==> config.mk <==
export PLATFORM = sky130hd
export DESIGN_NAME = ps2_host_tx
export DESIGN_NICKNAME = d
export VERILOG_FILES = /design/src/rtl/ps2_host_tx.sv
export SDC_FILE = /design/constraint.sdc
export NUM_CORES = 1
export LEC_CHECK = 0
export CORE_MARGIN = 2
export CORE_UTILIZATION = 30
export CTS_CLUSTER_SIZE = 12
export DETAILED_ROUTE_END_ITERATION = 8
export GPL_ROUTABILITY_DRIVEN = 0
export PLACE_DENSITY_LB_ADDON = 0.08
export SLEW_MARGIN = 20
export SYNTH_ARGS = -nofsm -noshare
export SYNTH_HDL_FRONTEND = slang
export SYNTH_SLANG_ARGS = --single-unit
==> constraint.sdc <==
create_clock -name clk -period 3.5 [get_ports clk]
set_clock_uncertainty 0.1 [all_clocks]
set_input_delay 0.525 -clock clk [delete_from_list [all_inputs] [get_ports clk]]
set_output_delay 0.525 -clock clk [all_outputs]
set_load 0.01 [all_outputs]
==> src/rtl/ps2_host_tx.sv <==
// PS/2 host-to-device transmitter: inhibit, request-to-send, then shifts a
// byte (LSB first) plus odd parity on device-generated clock falling edges
// and checks the device ACK. Open-drain enables: 1 = pull pin low.
// Optional: define PS2_TX_FILTER_EN to add a FILTER_LEN-cycle stability
// filter on the synchronised ps2_clk level.
module ps2_host_tx #(
  parameter int unsigned CLK_FREQ_HZ      = 25000000,
  parameter int unsigned INHIBIT_US       = 120,
  parameter int unsigned RTS_CYCLES       = 25,
  parameter int unsigned START_TIMEOUT_US = 15000,
  parameter int unsigned BIT_TIMEOUT_US   = 2000,
  parameter int unsigned FILTER_LEN       = 8
) (
  input  logic       clk,
  input  logic       reset,
  input  logic [7:0] tx_data,
  input  logic       tx_valid,
  output logic       tx_ready,
  input  logic       ps2_clk_in,
  input  logic       ps2_data_in,
  output logic       ps2_clk_oe,
  output logic       ps2_data_oe,
  output logic       busy,
  output logic       done,
  output logic       error
);

  localparam int unsigned CYC_PER_US = CLK_FREQ_HZ / 1000000;
  localparam int unsigned INH        = CYC_PER_US * INHIBIT_US;
  localparam int unsigned TS         = CYC_PER_US * START_TIMEOUT_US;
  localparam int unsigned TB         = CYC_PER_US * BIT_TIMEOUT_US;
  localparam int unsigned MAX_A      = (INH > TS) ? INH : TS;
  localparam int unsigned MAX_B      = (MAX_A > TB) ? MAX_A : TB;
  localparam int unsigned MAX_CNT    = (MAX_B > RTS_CYCLES) ? MAX_B : RTS_CYCLES;
  localparam int unsigned CNT_W      = $clog2(MAX_CNT + 1);
  localparam int unsigned IDX_W      = 4;

  localparam logic [CNT_W-1:0] INH_LAST = CNT_W'(INH - 1);
  localparam logic [CNT_W-1:0] RTS_LAST = CNT_W'(RTS_CYCLES - 1);
  localparam logic [CNT_W-1:0] TS_LAST  = CNT_W'(TS - 1);
  localparam logic [CNT_W-1:0] TB_LAST  = CNT_W'(TB - 1);

  typedef enum logic [2:0] {
    IDLE       = 3'd0,
    INHIBIT    = 3'd1,
    RTS        = 3'd2,
    WAIT_FIRST = 3'd3,
    XFER       = 3'd4,
    WAIT_IDLE  = 3'd5
  } state_e;

  state_e           state_q, state_d;
  logic [CNT_W-1:0] cnt_q, cnt_d;
  logic [IDX_W-1:0] bit_idx_q, bit_idx_d;
  logic [7:0]       shift_q, shift_d;
  logic             parity_q, parity_d;
  logic             tx_ready_q, tx_ready_d;
  logic             busy_q, busy_d;
  logic             done_q, done_d;
  logic             error_q, error_d;
  logic             clk_oe_q, clk_oe_d;
  logic             data_oe_q, data_oe_d;
  logic [1:0]       clk_sync_q, clk_sync_d;
  logic [1:0]       data_sync_q, data_sync_d;
  logic             clk_prev_q, clk_prev_d;
  logic             clk_s, data_s, clk_lvl, clk_fall, abort_c;

  assign clk_s  = clk_sync_q[1];
  assign data_s = data_sync_q[1];

`ifdef PS2_TX_FILTER_EN
  localparam int unsigned FLT_W = $clog2(FILTER_LEN + 1);

  logic             filt_q, filt_d;
  logic [FLT_W-1:0] flt_cnt_q, flt_cnt_d;

  // Filtered level follows clk_s only after FILTER_LEN consecutive differing samples
  always_comb begin
    filt_d    = filt_q;
    flt_cnt_d = '0;
    if (clk_s != filt_q) begin
      if (flt_cnt_q == FLT_W'(FILTER_LEN - 1)) begin
        filt_d = clk_s;
      end else begin
        flt_cnt_d = flt_cnt_q + FLT_W'(1);
      end
    end
  end

  // Filter state; idle bus level is high
  always_ff @(posedge clk or posedge reset) begin
    if (reset) begin
      filt_q    <= 1'b1;
      flt_cnt_q <= '0;
    end else begin
      filt_q    <= filt_d;
      flt_cnt_q <= flt_cnt_d;
    end
  end

  assign clk_lvl = filt_q;
`else
  logic unused_filter_len;
  assign unused_filter_len = ^32'(FILTER_LEN);
  assign clk_lvl = clk_s;
`endif

  assign clk_fall = clk_prev_q & ~clk_lvl;

  // Two-flop synchronisers and previous clock level for edge detection
  always_comb begin
    clk_sync_d  = {clk_sync_q[0], ps2_clk_in};
    data_sync_d = {data_sync_q[0], ps2_data_in};
    clk_prev_d  = clk_lvl;
  end

  // Input path registers; reset to idle-high so no edge is seen after reset
  always_ff @(posedge clk or posedge reset) begin
    if (reset) begin
      clk_sync_q  <= 2'b11;
      data_sync_q <= 2'b11;
      clk_prev_q  <= 1'b1;
    end else begin
      clk_sync_q  <= clk_sync_d;
      data_sync_q <= data_sync_d;
      clk_prev_q  <= clk_prev_d;
    end
  end

  // Next-state and registered-output logic
  always_comb begin
    state_d    = state_q;
    cnt_d      = cnt_q;
    bit_idx_d  = bit_idx_q;
    shift_d    = shift_q;
    parity_d   = parity_q;
    tx_ready_d = tx_ready_q;
    busy_d     = busy_q;
    clk_oe_d   = clk_oe_q;
    data_oe_d  = data_oe_q;
    done_d     = 1'b0;
    error_d    = 1'b0;
    abort_c    = 1'b0;

    case (state_q)
      IDLE: begin
        if (tx_valid && tx_ready_q) begin
          shift_d    = tx_data;
          parity_d   = ~^tx_data;
          clk_oe_d   = 1'b1;
          data_oe_d  = 1'b0;
          busy_d     = 1'b1;
          tx_ready_d = 1'b0;
          cnt_d      = '0;
          bit_idx_d  = '0;
          state_d    = INHIBIT;
        end
      end
      INHIBIT: begin
        if (cnt_q == INH_LAST) begin
          data_oe_d = 1'b1;
          cnt_d     = '0;
          state_d   = RTS;
        end else begin
          cnt_d = cnt_q + CNT_W'(1);
        end
      end
      RTS: begin
        if (cnt_q == RTS_LAST) begin
          clk_oe_d = 1'b0;
          cnt_d    = '0;
          state_d  = WAIT_FIRST;
        end else begin
          cnt_d = cnt_q + CNT_W'(1);
        end
      end
      WAIT_FIRST: begin
        if (clk_fall) begin
          data_oe_d = ~shift_q[0];
          bit_idx_d = IDX_W'(1);
          cnt_d     = '0;
          state_d   = XFER;
        end else if (cnt_q == TS_LAST) begin
          abort_c = 1'b1;
        end else begin
          cnt_d = cnt_q + CNT_W'(1);
        end
      end
      XFER: begin
        if (clk_fall) begin
          cnt_d     = '0;
          bit_idx_d = bit_idx_q + IDX_W'(1);
          if (bit_idx_q <= IDX_W'(7)) begin
            data_oe_d = ~shift_q[bit_idx_q[2:0]];
          end else if (bit_idx_q == IDX_W'(8)) begin
            data_oe_d = ~parity_q;
          end else if (bit_idx_q == IDX_W'(9)) begin
            data_oe_d = 1'b0;
          end else if (!data_s) begin
            state_d = WAIT_IDLE;
          end else begin
            abort_c = 1'b1;
          end
        end else if (cnt_q == TB_LAST) begin
          abort_c = 1'b1;
        end else begin
          cnt_d = cnt_q + CNT_W'(1);
        end
      end
      WAIT_IDLE: begin
        if (clk_lvl && data_s) begin
          done_d     = 1'b1;
          busy_d     = 1'b0;
          tx_ready_d = 1'b1;
          cnt_d      = '0;
          bit_idx_d  = '0;
          state_d    = IDLE;
        end else if (cnt_q == TB_LAST) begin
          abort_c = 1'b1;
        end else begin
          cnt_d = cnt_q + CNT_W'(1);
        end
      end
      default: begin
        state_d = IDLE;
      end
    endcase

    if (abort_c) begin
      clk_oe_d   = 1'b0;
      data_oe_d  = 1'b0;
      error_d    = 1'b1;
      busy_d     = 1'b0;
      tx_ready_d = 1'b1;
      cnt_d      = '0;
      bit_idx_d  = '0;
      state_d    = IDLE;
    end
  end

  // State and output registers; reset releases both lines at once
  always_ff @(posedge clk or posedge reset) begin
    if (reset) begin
      state_q    <= IDLE;
      cnt_q      <= '0;
      bit_idx_q  <= '0;
      shift_q    <= '0;
      parity_q   <= 1'b0;
      tx_ready_q <= 1'b1;
      busy_q     <= 1'b0;
      done_q     <= 1'b0;
      error_q    <= 1'b0;
      clk_oe_q   <= 1'b0;
      data_oe_q  <= 1'b0;
    end else begin
      state_q    <= state_d;
      cnt_q      <= cnt_d;
      bit_idx_q  <= bit_idx_d;
      shift_q    <= shift_d;
      parity_q   <= parity_d;
      tx_ready_q <= tx_ready_d;
      busy_q     <= busy_d;
      done_q     <= done_d;
      error_q    <= error_d;
      clk_oe_q   <= clk_oe_d;
      data_oe_q  <= data_oe_d;
    end
  end

  assign tx_ready    = tx_ready_q;
  assign busy        = busy_q;
  assign done        = done_q;
  assign error       = error_q;
  assign ps2_clk_oe  = clk_oe_q;
  assign ps2_data_oe = data_oe_q;

endmodule

==> results.txt <==
HP Start: data_sync_q[0]
Number of enable flip-flop cells after synthesis: 0
Cts hold-fix bufs: 0
CORE AREA: 0.00920 mm^2
Post-route ant nets: 0
GR Util All Layers: 15.4%
Leakage power: 1.36 nW
HPWL after detailed placement: 5270 um
Min-delay worst type: flop to flop
Setup WS pre-CTS: 0.543 ns
Post-DP Area: 0.00311 mm^2
Final setup fails: 0
Area leader, netlist: dfrtp_1
Reg2reg start: cnt_q[12]
Setup ws final: 0.554 ns
Yosys cell types: 54
Port bufs: 18
Setup_tns: 0 ns
First-pass GRT wire length: 12300 um
Setup crit end kind: flop
Sequential share of the synthesized area: 41.1%
Starting Density: 30.7%
Commonest non-fill, non-tap cell in the layout: dfrtp_1
Status: complete, no violations
Via density: 5.58
Max H-tree Level: 2
FF-to-FF setup slack: 0.55 ns
Placed insts: 426
Mapped cell area: 0.00282 mm^2
Tcrit/Tclk final: 84.2%
DR vias: 2421
WP data arrival: 3.03 ns
CTS Buf Count: 5
Gr ovfl total: 0
Post-CTS Setup Bufs: 0
Synthesized Nets: 325
Clock-pin slew on the worst setup and hold paths: 0.10 ns
Req. time, crit path: 3.58 ns
RSZ-0062 raised after global routing: false
# resized after CTS: 0
Vias in the first global route: 2388
Post-synth top flop: dfrtp_1
CP Class: flop to flop
CTS tree: built
Worst-Margin Slew: 0.848 ns
Hold Vio Cnt, Final: 0
FMAX: 0.339 GHz
Ys Warns: 0
Top-Level Pins: 19
Max_cap viols: 0
Clock sinks: 46
Final Non-Filler Cells: 434
Hold EP: data_sync_q[1]
Antenna violations before repair: 0
Final Slew Violations: 0
Avg WL per Cell: 17.1 um
Hold path cells: 0
N_diodes: 0
Design area: 0.00320 mm^2
Post-Syn Instances: 305
Clock tree buffer depth: 2
Power density over cell area: 293 mW/mm^2
Die Y: 101 um
Synth Area per Inst: 9.25 um^2
Most frequent cells in the layout: dfrtp_1, nand2_1, nor2_1, clkdlybuf4s50_1
Post-synth ARST share: 100%
Drt drc: 0
Post-synth top area share: 35.5%
Row cnt: 35
Pre-Repair DR Iteration Count: 4
Share of layout cells above drive strength 1: 11.1%
Worst-path maximum fanout: 18
Largest net degree at the start of global routing: 47
Crit path time final: 2.95 ns
FF+latch count, synth: 46
Die width: 101 um
Slew headroom: 43.4%
Reg2reg path depth: 6
Synth top area cells: dfrtp_1, dfstp_2, nand2_1
Utilization after layout: 34.8%
Die ar.: 0.0102 mm^2
CP Launch Type: flop
Max VDD drop: 0.128 mV
Clk_lat worst skew: 0.31 ns
Root Buffer: clkbuf_8
NumNets Final: 342
Syn-to-layout area delta: 13.5%
Iteration-0 DRC Markers: 160
Crit Reg-Reg Endpoint: cnt_q[18]
Final wirelength: 7410 um
[per-layer routing]
layer / share of wire, % / GRT usage (%) / vias up
met2: 44 / 23.7 / 80
met5: 0 / 0 / -
met3: 4.3 / 2.43 / 11
met1: 50 / 22.0 / 1162
met4: 1.8 / 5.09 / 0
li1: - / - / 1168
[critical path, cell delays in order, from the launching register on]
cell,delay (ns)
dfrtp_1,0.46
nor4_1,0.46
nand4_1,0.17
or4_1,0.65
a32o_1,0.58
nand3_2,0.29
o22ai_1,0.12
[synth_stat cells, types with 9 or more instances]
cell type and n:
dfrtp_1 40, nand2_1 31, nor2_1 18, nand4_1 16, o21ai_0 16, nand3_1 14, a21oi_1 13, inv_1 13
nand2b_1 10, clkbuf_1 9, mux2_2 9
[area by class of cell]
class,count,area (um^2)
clock buffer,5,68.8
sequential,46,1160
multi-input combinational,232,1540
clock inverter,3,23.8
timing repair buffer,24,225
fill,958,5990
inverter,13,50.0
tap,111,139
[per-stage QoR]
stage          hold slack [ns]  power, mW
2_1_floorplan            0.245      0.571
3_3_place_gp             0.246      0.593
5_1_grt                  0.270      0.979
4_1_cts                  0.265      0.953
6_report                 0.262      0.937
3_5_place_dp             0.249      0.594
[state kept, by name, indices dropped and copies added, names as in the netlist]
signal       flops
clk_sync_q       2
busy             1
ps2_data_oe      1
data_sync_q      2
ps2_clk_oe       1
state_q          3
clk_prev_q       1
done             1
error            1
parity_q         1
shift_q          8
cnt_q           19
tx_ready         1
bit_idx_q        4
[logic make-up after synthesis]
family / share of synthesized area, %
adders and majority gates: 3.10
DFF: 41.1
muxes: 6.61
buffers and inverters: 4.48
AOI/OAI and AO/OA: 15.5
xor gates and xnor gates: 2.17
and+or+nand+nor: 27.1
[where the power goes]
group / switching (mW) / internal (mW) / leakage (nW)
clock: 0.211 / 0.143 / 0.0408
combinational: 0.0211 / 0.0222 / 0.790
sequential: 0.00246 / 0.537 / 0.529
[worst max path at each step]
stage | start | slack, ns | cells past startpoint | endpoint
floorplan | cnt_q[5] | 0.96 | 9 | cnt_q[9]
global placement | cnt_q[12] | 0.59 | 6 | cnt_q[7]
detailed placement | cnt_q[12] | 0.54 | 6 | cnt_q[7]
CTS | cnt_q[12] | 0.55 | 6 | cnt_q[18]
global route | cnt_q[11] | 0.34 | 6 | cnt_q[9]
finish | cnt_q[12] | 0.55 | 6 | cnt_q[18]
(Power assumes the default switching activity.)
